`config.mk`:
```
export PLATFORM = sky130hd
export DESIGN_NAME = uart_boot_loader
export DESIGN_NICKNAME = d
export VERILOG_FILES = /design/src/rtl/uart_boot_loader.sv
export SDC_FILE = /design/constraint.sdc
export NUM_CORES = 1
export LEC_CHECK = 0
export ABC_AREA = 1
export CORE_ASPECT_RATIO = 1.25
export CORE_MARGIN = 2
export CORE_UTILIZATION = 40
export DETAILED_ROUTE_END_ITERATION = 8
export PLACE_DENSITY = 0.62
export SYNTH_ARGS = -nofsm -noshare
export SYNTH_HDL_FRONTEND = slang
export SYNTH_SLANG_ARGS = --single-unit
```
`constraint.sdc`:
```
create_clock -name m_clock -period 2.55 [get_ports m_clock]
set_clock_uncertainty 0.1 [all_clocks]
set_input_delay 0.51 -clock m_clock [delete_from_list [all_inputs] [get_ports m_clock]]
set_output_delay 0.51 -clock m_clock [all_outputs]
set_load 0.01 [all_outputs]
```
`src/rtl/uart_boot_loader.sv`:
```
// uart_boot_loader: receives a framed image over UART 8N1, writes it byte by byte
// into the boot ROM, verifies length and checksum, then releases the CPU reset.
module uart_boot_loader #(
  parameter int          CLKS_PER_BIT   = 434,
  parameter int          MEM_BYTES      = 9216,
  parameter logic [31:0] BASE_ADDR      = 32'd0,
  parameter int          TIMEOUT_CYCLES = 50000000
) (
  input  logic        m_clock,
  input  logic        p_reset,
  input  logic        rx,
  output logic [31:0] address,
  output logic [7:0]  wr_data,
  output logic        store,
  output logic        busy,
  output logic        done,
  output logic        error,
  output logic        cpu_reset_n
);
  localparam logic [15:0] FULL = 16'(CLKS_PER_BIT - 1);
  localparam logic [15:0] HALF = 16'(CLKS_PER_BIT / 2 - 1);
  localparam logic [31:0] TLIM = 32'(TIMEOUT_CYCLES - 1);
  localparam logic [16:0] MAXL = 17'(MEM_BYTES);

  typedef enum logic [1:0] {R_IDLE, R_START, R_DATA, R_STOP} rx_t;
  typedef enum logic [2:0] {WAIT_SYNC, LEN_LO, LEN_HI, DATA, CSUM, DONE} st_t;

  rx_t         rs, rs_n;
  st_t         state, state_n;
  logic        rx_m, rx_s, rx_q;
  logic [15:0] rcnt;
  logic [2:0]  bitn;
  logic [7:0]  shreg;
  logic        byte_valid, frame_err;
  logic        tick, half;
  logic [7:0]  len_lo, sum;
  logic [15:0] len, idx, len_n;
  logic [31:0] tcnt;
  logic        sync, st, ok, fail;

  assign tick  = rcnt == FULL;
  assign half  = rcnt == HALF;
  assign len_n = {shreg, len_lo};

  always_comb begin
    rs_n = rs;
    case (rs)
      R_IDLE:  if (rx_q && !rx_s) rs_n = R_START;
      R_START: if (half) rs_n = rx_s ? R_IDLE : R_DATA;
      R_DATA:  if (tick && bitn == 3'd7) rs_n = R_STOP;
      default: if (tick) rs_n = R_IDLE;
    endcase
  end

  // shreg keeps the received byte stable while byte_valid is high
  always_ff @(posedge m_clock or negedge p_reset)
    if (!p_reset) begin
      {rx_m, rx_s, rx_q} <= 3'b111;
      rs                 <= R_IDLE;
      rcnt               <= '0;
      bitn               <= '0;
      shreg              <= '0;
      byte_valid         <= 1'b0;
      frame_err          <= 1'b0;
    end else begin
      {rx_m, rx_s, rx_q} <= {rx, rx_m, rx_s};
      rs                 <= rs_n;
      rcnt               <= (rs_n != rs || rs == R_IDLE || tick) ? '0 : rcnt + 16'd1;
      if (rs == R_DATA && tick) begin
        bitn  <= bitn + 3'd1;
        shreg <= {rx_s, shreg[7:1]};
      end
      byte_valid <= rs == R_STOP && tick && rx_s;
      frame_err  <= rs == R_STOP && tick && !rx_s;
    end

  always_comb begin
    state_n = state;
    sync    = 1'b0;
    st      = 1'b0;
    ok      = 1'b0;
    fail    = 1'b0;
    if (byte_valid)
      case (state)
        WAIT_SYNC: if (shreg == 8'hA5) begin sync = 1'b1; state_n = LEN_LO; end
        LEN_LO:    state_n = LEN_HI;
        LEN_HI:    if (len_n == 16'd0 || {1'b0, len_n} > MAXL) fail = 1'b1; else state_n = DATA;
        DATA:      begin st = 1'b1; if (idx + 16'd1 == len) state_n = CSUM; end
        CSUM:      if (shreg == sum) begin ok = 1'b1; state_n = DONE; end else fail = 1'b1;
        default:   ;
      endcase
    else if (state != WAIT_SYNC && state != DONE && (frame_err || tcnt == TLIM))
      fail = 1'b1;
    if (fail) state_n = WAIT_SYNC;
  end

  always_ff @(posedge m_clock or negedge p_reset)
    if (!p_reset) begin
      state       <= WAIT_SYNC;
      len_lo      <= '0;
      len         <= '0;
      idx         <= '0;
      sum         <= '0;
      tcnt        <= '0;
      address     <= '0;
      wr_data     <= '0;
      store       <= 1'b0;
      busy        <= 1'b0;
      done        <= 1'b0;
      error       <= 1'b0;
      cpu_reset_n <= 1'b0;
    end else begin
      state <= state_n;
      store <= st;
      if (byte_valid && state == LEN_LO) len_lo <= shreg;
      if (byte_valid && state == LEN_HI) len <= len_n;
      idx <= sync ? '0 : st ? idx + 16'd1 : idx;
      sum <= sync ? '0 : st ? sum + shreg : sum;
      if (st) begin
        address <= BASE_ADDR + {16'd0, idx};
        wr_data <= shreg;
      end
      tcnt        <= (byte_valid || state == WAIT_SYNC || state == DONE) ? '0 : tcnt + 32'd1;
      busy        <= sync | (busy & ~fail & ~ok);
      error       <= ~sync & (error | fail);
      done        <= done | ok;
      cpu_reset_n <= cpu_reset_n | ok;
    end
endmodule

```
==> impl_metrics.env, run 1 <==
export IMPL_worst_ep_required_time_ps=2760
export IMPL_power_static_leakage_uw=0.003930
export IMPL_place_worst_setup_slack_ps=333.9
export IMPL_synth_top_cells_by_area="sky130_fd_sc_hd__dfrtp_1, sky130_fd_sc_hd__nand2_1, sky130_fd_sc_hd__o21ai_0"
export IMPL_endpoint_kind="flop"
export IMPL_timing_critical_path_buf_inv=0
export IMPL_die_w_um=127.1
export IMPL_critical_path_startpoint_type="flop"
export IMPL_yosysUniqueCellTypes=46
export IMPL_tritoncts_clock_tree="built"
export IMPL_cts_num_sinks=146
export IMPL_floorplan_rows=56
export IMPL_initial_standard_cell_utilization_of_the_core=0.4066
export IMPL_cts_setup_buffers=0
export IMPL_synth_edff_count=0
export IMPL_netlist_instances=933
export IMPL_antenna_found_initial=0
export IMPL_most_used_standard_cell_by_instance_count_after_synthesis="sky130_fd_sc_hd__nand2_1"
export IMPL_drt_first_pass_iters=5
export IMPL_vdd_ir_drop_worst_mv=0.3794
export IMPL_synth_area_leader_cell="sky130_fd_sc_hd__dfrtp_1"
export IMPL_worstSetupPathDepth=16
export IMPL_dpl_cell_area_um2=8142
export IMPL_clock_pin_slew_of_the_registers_on_the_worst_case_setup_and_hold_paths_ps=60
export IMPL_layout_drive_gt1_share=0.09697
export IMPL_timing_reg2reg_worst_path_depth=16
export IMPL_detailedPlacementHpwl_um=11730
export IMPL_area_taken_by_multi_input_logic_gates_um2=3329
export IMPL_cpLargestDelayFamily="simple AND/OR/NAND/NOR gates"
export IMPL_design_portCount=48
export IMPL_layout_area_overhead_vs_synth_pct=14.69
export IMPL_drc_errors=0
export IMPL_async_reset_ff_frac=1.000
export IMPL_drv_max_cap_violation_count=0
export IMPL_critPathCapture="state[1]"
export IMPL_drt_iter0_markers=408
export IMPL_dominantRegCellSynth="sky130_fd_sc_hd__dfrtp_1"
export IMPL_die_height_um=157.9
export IMPL_cts_root_buffer="sky130_fd_sc_hd__clkbuf_16"
export IMPL_worstSetupPathType="flop to flop"
export IMPL_die_area_um2=20070
export IMPL_power_per_cell_area_nw_per_um2=579.3
export IMPL_antenna_cells=0
export IMPL_finalHoldViolCount=0
export IMPL_synth_top_cell_area_share=0.4722
export IMPL_yosys_warning_count=0
export IMPL_regToRegStartpoint="idx[0]"
export IMPL_cp_cell_sequence="ha_1 -> nand3_1 -> nor2_1 -> nand2_1 -> nand3_1 -> nand2_1 -> nor2_1 -> nand2_1 -> nor2_1 -> nand3_1 -> nand2_1 -> nand2_1 -> nand2_2 -> nand2_2 -> nand2_1 -> nand2_1"
export IMPL_worstReg2RegEnd="state[1]"
export IMPL_period_share=0.8787
export IMPL_core_region_area_um2=18640
export IMPL_layout_cell_area_non_filler_um2=8692
export IMPL_timing_max_slew_rel_slack=0.6338
export IMPL_critPathLaunch="idx[0]"
export IMPL_setup_viol_count_final=0
export IMPL_syn_mean_instance_area_um2=8.123
export IMPL_synth_yosys_seq_area_share=0.4826
export IMPL_drt_vias_per_instance=4.962
export IMPL_cts_htree_levels=4
export IMPL_synth_seq_cells=146
export IMPL_routedWlPerCell_um=13.21
export IMPL_timing_max_transition_violations_final=0
export IMPL_final_worst_setup_slack_ps=309.2
export IMPL_worst_ep_arrival_time_ps=2450
export IMPL_worst_slew_pin_transition_ps=544.3
export IMPL_regArea_um2=3657
export IMPL_n_fill_cell=1823
export IMPL_grt_use_total=0.1710
export IMPL_via_count_of_the_first_global_routing_pass=5807
export IMPL_min_path_type="flop to flop"
export IMPL_cp_slowest_stage_delay_ps=400
export IMPL_finalSetupTns_ps=0
export IMPL_count_of_input_and_output_buffers=31
export IMPL_period_needed_ps=2241
export IMPL_path_common_cell="sky130_fd_sc_hd__nand2_1"
export IMPL_worstSkewPairLatency_ps=430
export IMPL_timing_reg2reg_setup_slack_ps=310
export IMPL_pin_count_of_the_biggest_net_entering_global_routing=52
export IMPL_synth_common_cells="sky130_fd_sc_hd__nand2_1, sky130_fd_sc_hd__dfrtp_1, sky130_fd_sc_hd__inv_1"
export IMPL_final_antenna_net_count=0
export IMPL_maxClockFrequency_mhz=446.3
export IMPL_syn_area_um2=7579
export IMPL_cpMaxStageDelayCell="sky130_fd_sc_hd__dfrtp_1"
export IMPL_worst_path_max_fanout=4
export IMPL_result_of_the_run="completed"
export IMPL_drt_wl_total_um=16150
export IMPL_final_net_count=995
export IMPL_grt_ovfl_total=0
export IMPL_first_pass_grt_wire_length_um=27540
export IMPL_cts_buffers=17
export IMPL_gp_weighted_congestion=0.8280
export IMPL_rsz0062_at_grt="false"
export IMPL_clock_path_buffers=2
export IMPL_vias=6064
==> cells by family after synthesis <==
kind of cell | Yosys count | share of synthesized area
DFF | 146 | 0.4826
AOI/OAI and AO/OA | 142 | 0.1017
xor gates and xnor gates | 17 | 0.02146
and+or+nand+nor | 455 | 0.2795
buffers and inverters | 155 | 0.08552
other | 1 | 0.0004948
adders and majority gates | 15 | 0.02576
muxes | 2 | 0.002972
==> layout make-up <==
class | instances | share of cell area
Multi-Input combinational cell | 647 | 0.3830
Clock inverter | 10 | 0.009932
Sequential cell | 146 | 0.4208
Timing Repair Buffer | 43 | 0.04793
Tap cell | 232 | 0.03340
Clock buffer | 22 | 0.05225
Inverter | 122 | 0.05268
==> state kept, by name (all words and copies together), names as in the netlist, 2 cells and up <==
signal   flops
address     16
tcnt        32
rcnt        16
bitn         3
len         16
state        3
sum          8
len_lo       8
shreg        8
idx         16
wr_data      8
rs           2
==> worst register-to-register path: cells and delay by family, from the launching register on <==
kind	cells	cell delay, ps
adders and majority gates	1	220
and+or+nand+nor	15	1410
DFF	1	400
==> per-stage QoR <==
stage / util / std cells / total power, uW / hold slack [ps]
2_1_floorplan: - / 948 / 2702 / 114.4
3_3_place_gp: 0.4368 / 1189 / 2786 / 261.6
3_5_place_dp: 0.4368 / 1189 / 2791 / 257.6
4_1_cts: 0.4664 / 1222 / 5107 / 268.6
5_1_grt: 0.4664 / 1222 / 5283 / 273.8
6_report: 0.4664 / 1222 / 5035 / 270.0
==> how the worst min path moves through the flow <==
stage / startpoint / endpoint / slack, ps / depth (start not counted)
detailed placement: rx_m / rx_s / 260 / 0
global placement: rx_m / rx_s / 260 / 0
CTS: rx_m / rx_s / 270 / 0
finish: rx_m / rx_s / 270 / 0
global route: rx_m / rx_s / 270 / 0
floorplan: p_reset / address[0] / 110 / 0
==> layer usage <==
| metal | share of wire | GRT usage | wire length [um] |
|---|---|---|---|
| met2 | 0.48 | 0.2847 | 7709 |
| met5 | 0 | 0 | 0 |
| met4 | 0.016 | 0.06122 | 253 |
| met3 | 0.031 | 0.03582 | 498 |
| met1 | 0.48 | 0.2216 | 7685 |
==> report_power, final <==
group | switching [uW] | internal [uW] | leakage [uW] | total, uW
sequential | 56.4 | 2380 | 0.00201 | 2440
combinational | 207 | 104 | 0.00166 | 310
clock | 932 | 1360 | 0.000260 | 2290
total | 1200 | 3840 | 0.00393 | 5040
==> repair_timing <==
action                                 CTS  global route
gates resized for setup                  0             0
hold buffers                             1             0
endpoints found under the hold margin   45             0
==> cell usage in the layout, fill, tap and decap left out, types with 2 or more instances in the layout <==
master / instances
sky130_fd_sc_hd__a211oi_1: 3
sky130_fd_sc_hd__a21oi_1: 29
sky130_fd_sc_hd__buf_4: 10
sky130_fd_sc_hd__clkbuf_1: 4
sky130_fd_sc_hd__clkbuf_16: 17
sky130_fd_sc_hd__clkdlybuf4s50_1: 30
sky130_fd_sc_hd__clkinv_2: 5
sky130_fd_sc_hd__clkinvlp_4: 3
sky130_fd_sc_hd__conb_1: 16
sky130_fd_sc_hd__dfrtp_1: 143
sky130_fd_sc_hd__dfstp_2: 3
sky130_fd_sc_hd__ha_1: 14
sky130_fd_sc_hd__inv_1: 116
sky130_fd_sc_hd__inv_2: 6
sky130_fd_sc_hd__mux2_2: 2
sky130_fd_sc_hd__nand2_1: 211
sky130_fd_sc_hd__nand2_2: 11
sky130_fd_sc_hd__nand3_1: 59
sky130_fd_sc_hd__nand3_2: 4
sky130_fd_sc_hd__nand3b_1: 6
sky130_fd_sc_hd__nand4_1: 21
sky130_fd_sc_hd__nor2_1: 74
sky130_fd_sc_hd__nor2_2: 15
sky130_fd_sc_hd__nor2_4: 8
sky130_fd_sc_hd__nor3_1: 25
sky130_fd_sc_hd__nor3_2: 3
sky130_fd_sc_hd__nor3b_1: 5
sky130_fd_sc_hd__nor4_1: 8
sky130_fd_sc_hd__o21a_1: 7
sky130_fd_sc_hd__o21ai_0: 87
sky130_fd_sc_hd__o21ai_1: 3
sky130_fd_sc_hd__o22ai_1: 5
sky130_fd_sc_hd__or2_2: 2
sky130_fd_sc_hd__xnor2_1: 7
sky130_fd_sc_hd__xor2_1: 9
No activity file was read; power rests on OpenSTA's default activity.
==> inputs of run 2 (changes only) <==
CAP_MARGIN = 0   (was default)
==> results of run 2 <==
The final DEF is identical to that of run 1; final timing and power are the same.
==> inputs of run 3 (changes only) <==
--- a/config.mk
+++ b/config.mk
@@ -8,9 +8,11 @@
 export ABC_AREA = 1
 export CAP_MARGIN = 0
+export CELL_PAD_IN_SITES_DETAIL_PLACEMENT = 1
+export CELL_PAD_IN_SITES_GLOBAL_PLACEMENT = 1
 export CORE_ASPECT_RATIO = 1.25
 export CORE_MARGIN = 2
 export CORE_UTILIZATION = 40
 export DETAILED_ROUTE_END_ITERATION = 8
-export PLACE_DENSITY = 0.62
+export PLACE_DENSITY = 0.76
 export SYNTH_ARGS = -nofsm -noshare
 export SYNTH_HDL_FRONTEND = slang
--- a/constraint.sdc
+++ b/constraint.sdc
@@ -3,3 +3,3 @@
 set_input_delay 0.51 -clock m_clock [delete_from_list [all_inputs] [get_ports m_clock]]
 set_output_delay 0.51 -clock m_clock [all_outputs]
-set_load 0.01 [all_outputs]
+set_load 0.05 [all_outputs]
==> run 3 against run 2 <==
Effect of this change: setup slack lost 68 ps; critical path type unchanged; design area grew 1.6%; largest cell class unchanged; wire length rose by 19%; critical endpoint is now state[2]; combinational power grew 16%.
==> impl_metrics.env, run 3 (same netlist as run 1, synthesis figures left out) <==
export IMPL_die_height_um=157.9
export IMPL_floorplan_rows=56
export IMPL_worstSkewPairLatency_ps=420
export IMPL_critical_path_startpoint_type="flop"
export IMPL_timing_max_transition_violations_final=0
export IMPL_final_antenna_net_count=0
export IMPL_gp_weighted_congestion=0.8272
export IMPL_timing_reg2reg_setup_slack_ps=240
export IMPL_dpl_cell_area_um2=8174
export IMPL_via_count_of_the_first_global_routing_pass=6708
export IMPL_worstSetupPathType="flop to flop"
export IMPL_final_net_count=996
export IMPL_cp_cell_sequence="ha_1 -> nand3_1 -> nor2_2 -> nand2_1 -> nand3_1 -> nand2_1 -> nor2_1 -> nand2_1 -> nor2_1 -> nand3_1 -> nand2_1 -> nand2_1 -> nand2_2 -> nand2_2 -> nand2_1 -> nand2_1"
export IMPL_period_share=0.9055
export IMPL_detailedPlacementHpwl_um=13750
export IMPL_largest_register_ff_count=32
export IMPL_drt_first_pass_iters=4
export IMPL_cpMaxStageDelayCell="sky130_fd_sc_hd__dfrtp_1"
export IMPL_maxClockFrequency_mhz=433.1
export IMPL_pin_count_of_the_biggest_net_entering_global_routing=67
export IMPL_cts_num_sinks=146
export IMPL_finalHoldViolCount=0
export IMPL_holdPathEnd="rx_s"
export IMPL_setup_viol_count_final=0
export IMPL_worstSetupPathDepth=16
export IMPL_worst_path_max_fanout=4
export IMPL_registers_top_by_ff_count="tcnt"
export IMPL_regArea_um2=3657
export IMPL_layout_drive_gt1_share=0.1009
export IMPL_endpoint_kind="flop"
export IMPL_hold_path_depth=0
export IMPL_clock_path_buffers=2
export IMPL_n_fill_cell=2278
export IMPL_antenna_found_initial=0
export IMPL_core_region_area_um2=18640
export IMPL_layout_area_overhead_vs_synth_pct=16.49
export IMPL_drt_wl_total_um=19150
export IMPL_path_common_cell="sky130_fd_sc_hd__nand2_1"
export IMPL_worst_slew_pin_transition_ps=554.5
export IMPL_regToRegStartpoint="idx[0]"
export IMPL_final_hold_worst_slack_ps=269.6
export IMPL_final_worst_setup_slack_ps=241.0
export IMPL_worstHoldStart="rx_m"
export IMPL_timing_max_slew_rel_slack=0.6269
export IMPL_worst_ep_required_time_ps=2760
export IMPL_worst_ep_arrival_time_ps=2520
export IMPL_drt_vias_per_instance=5.146
export IMPL_tritoncts_clock_tree="built"
export IMPL_cts_setup_buffers=0
export IMPL_grt_use_total=0.2046
export IMPL_power_static_leakage_uw=0.003993
export IMPL_cts_buffers=17
export IMPL_worstReg2RegEnd="state[2]"
export IMPL_design_portCount=48
export IMPL_drt_iter0_markers=232
export IMPL_power_per_cell_area_nw_per_um2=620.8
export IMPL_antenna_cells=0
export IMPL_die_w_um=127.1
export IMPL_layout_cells_most_common="sky130_fd_sc_hd__nand2_1"
export IMPL_initial_standard_cell_utilization_of_the_core=0.4066
export IMPL_layout_cell_area_non_filler_um2=8828
export IMPL_first_pass_grt_wire_length_um=32510
export IMPL_rsz0062_at_grt="false"
export IMPL_grt_ovfl_total=0
export IMPL_die_area_um2=20070
export IMPL_vdd_ir_drop_worst_mv=0.4525
export IMPL_timing_reg2reg_worst_path_depth=16
export IMPL_cts_root_buffer="sky130_fd_sc_hd__clkbuf_16"
export IMPL_min_path_type="flop to flop"
export IMPL_finalSetupTns_ps=0
export IMPL_vias=6294
export IMPL_drc_errors=0
export IMPL_finalCoreUtilization=0.4737
export IMPL_cts_htree_levels=4
export IMPL_commonest_cells_after_routing_fill_and_taps_aside="sky130_fd_sc_hd__nand2_1, sky130_fd_sc_hd__dfrtp_1, sky130_fd_sc_hd__inv_1"
export IMPL_result_of_the_run="completed"
export IMPL_timing_critical_path_buf_inv=0
export IMPL_cpLargestDelayFamily="simple AND/OR/NAND/NOR gates"
export IMPL_area_taken_by_multi_input_logic_gates_um2=3344
export IMPL_period_needed_ps=2309
export IMPL_count_of_input_and_output_buffers=31
export IMPL_clock_pin_slew_of_the_registers_on_the_worst_case_setup_and_hold_paths_ps=60
export IMPL_drv_max_cap_violation_count=0
export IMPL_routedWlPerCell_um=15.65
export IMPL_place_worst_setup_slack_ps=199.6
export IMPL_cp_slowest_stage_delay_ps=410
-- run 3: worst max path at each step --
stage / startpoint / to / slack [ps]
after global placement: idx[1] / state[2] / 250
after floorplan: tcnt[0] / tcnt[30] / 600
final: idx[0] / state[2] / 240
after global routing: idx[0] / state[2] / 4
after detailed placement: idx[0] / state[2] / 200
after CTS: idx[0] / state[2] / 130
-- run 3: final cells by class --
cell class | instances | share of cell area
clock inverters | 10 | 0.01757
clock buffers | 22 | 0.05371
inverters | 122 | 0.05187
multi-input cells | 647 | 0.3788
repair buffers | 44 | 0.05088
flip-flops and latches | 146 | 0.4143
well taps | 232 | 0.03288
-- run 3: where the power goes --
group / internal, uW / switching (uW)
clock network: 1710 / 974
logic: 104 / 255
registers: 2380 / 59.0
total: 4190 / 1290
-- run 3: per-layer routing --
metal,global-route usage,vias to the layer above,routed length (um)
met4,0.08059,0,449
li1,-,3093,-
met1,0.2347,3090,8145
met3,0.03650,33,373
met2,0.3774,78,10180
met5,0,-,0
-- run 3: metrics by stage --
| stage | power [uW] | cells |
|---|---|---|
| final | 5480 | 1223 |
| after global routing | 5704 | 1223 |
| after CTS | 5563 | 1223 |
| after detailed placement | 2843 | 1190 |
| after global placement | 2831 | 1190 |
| after floorplan | 2744 | 948 |
-- run 3: timing repair --
action,4_1_cts,5_1_grt
hold endpoints to repair,34,0
resized for setup,0,3
endpoints found under the setup margin,0,4
hold buffers,1,0
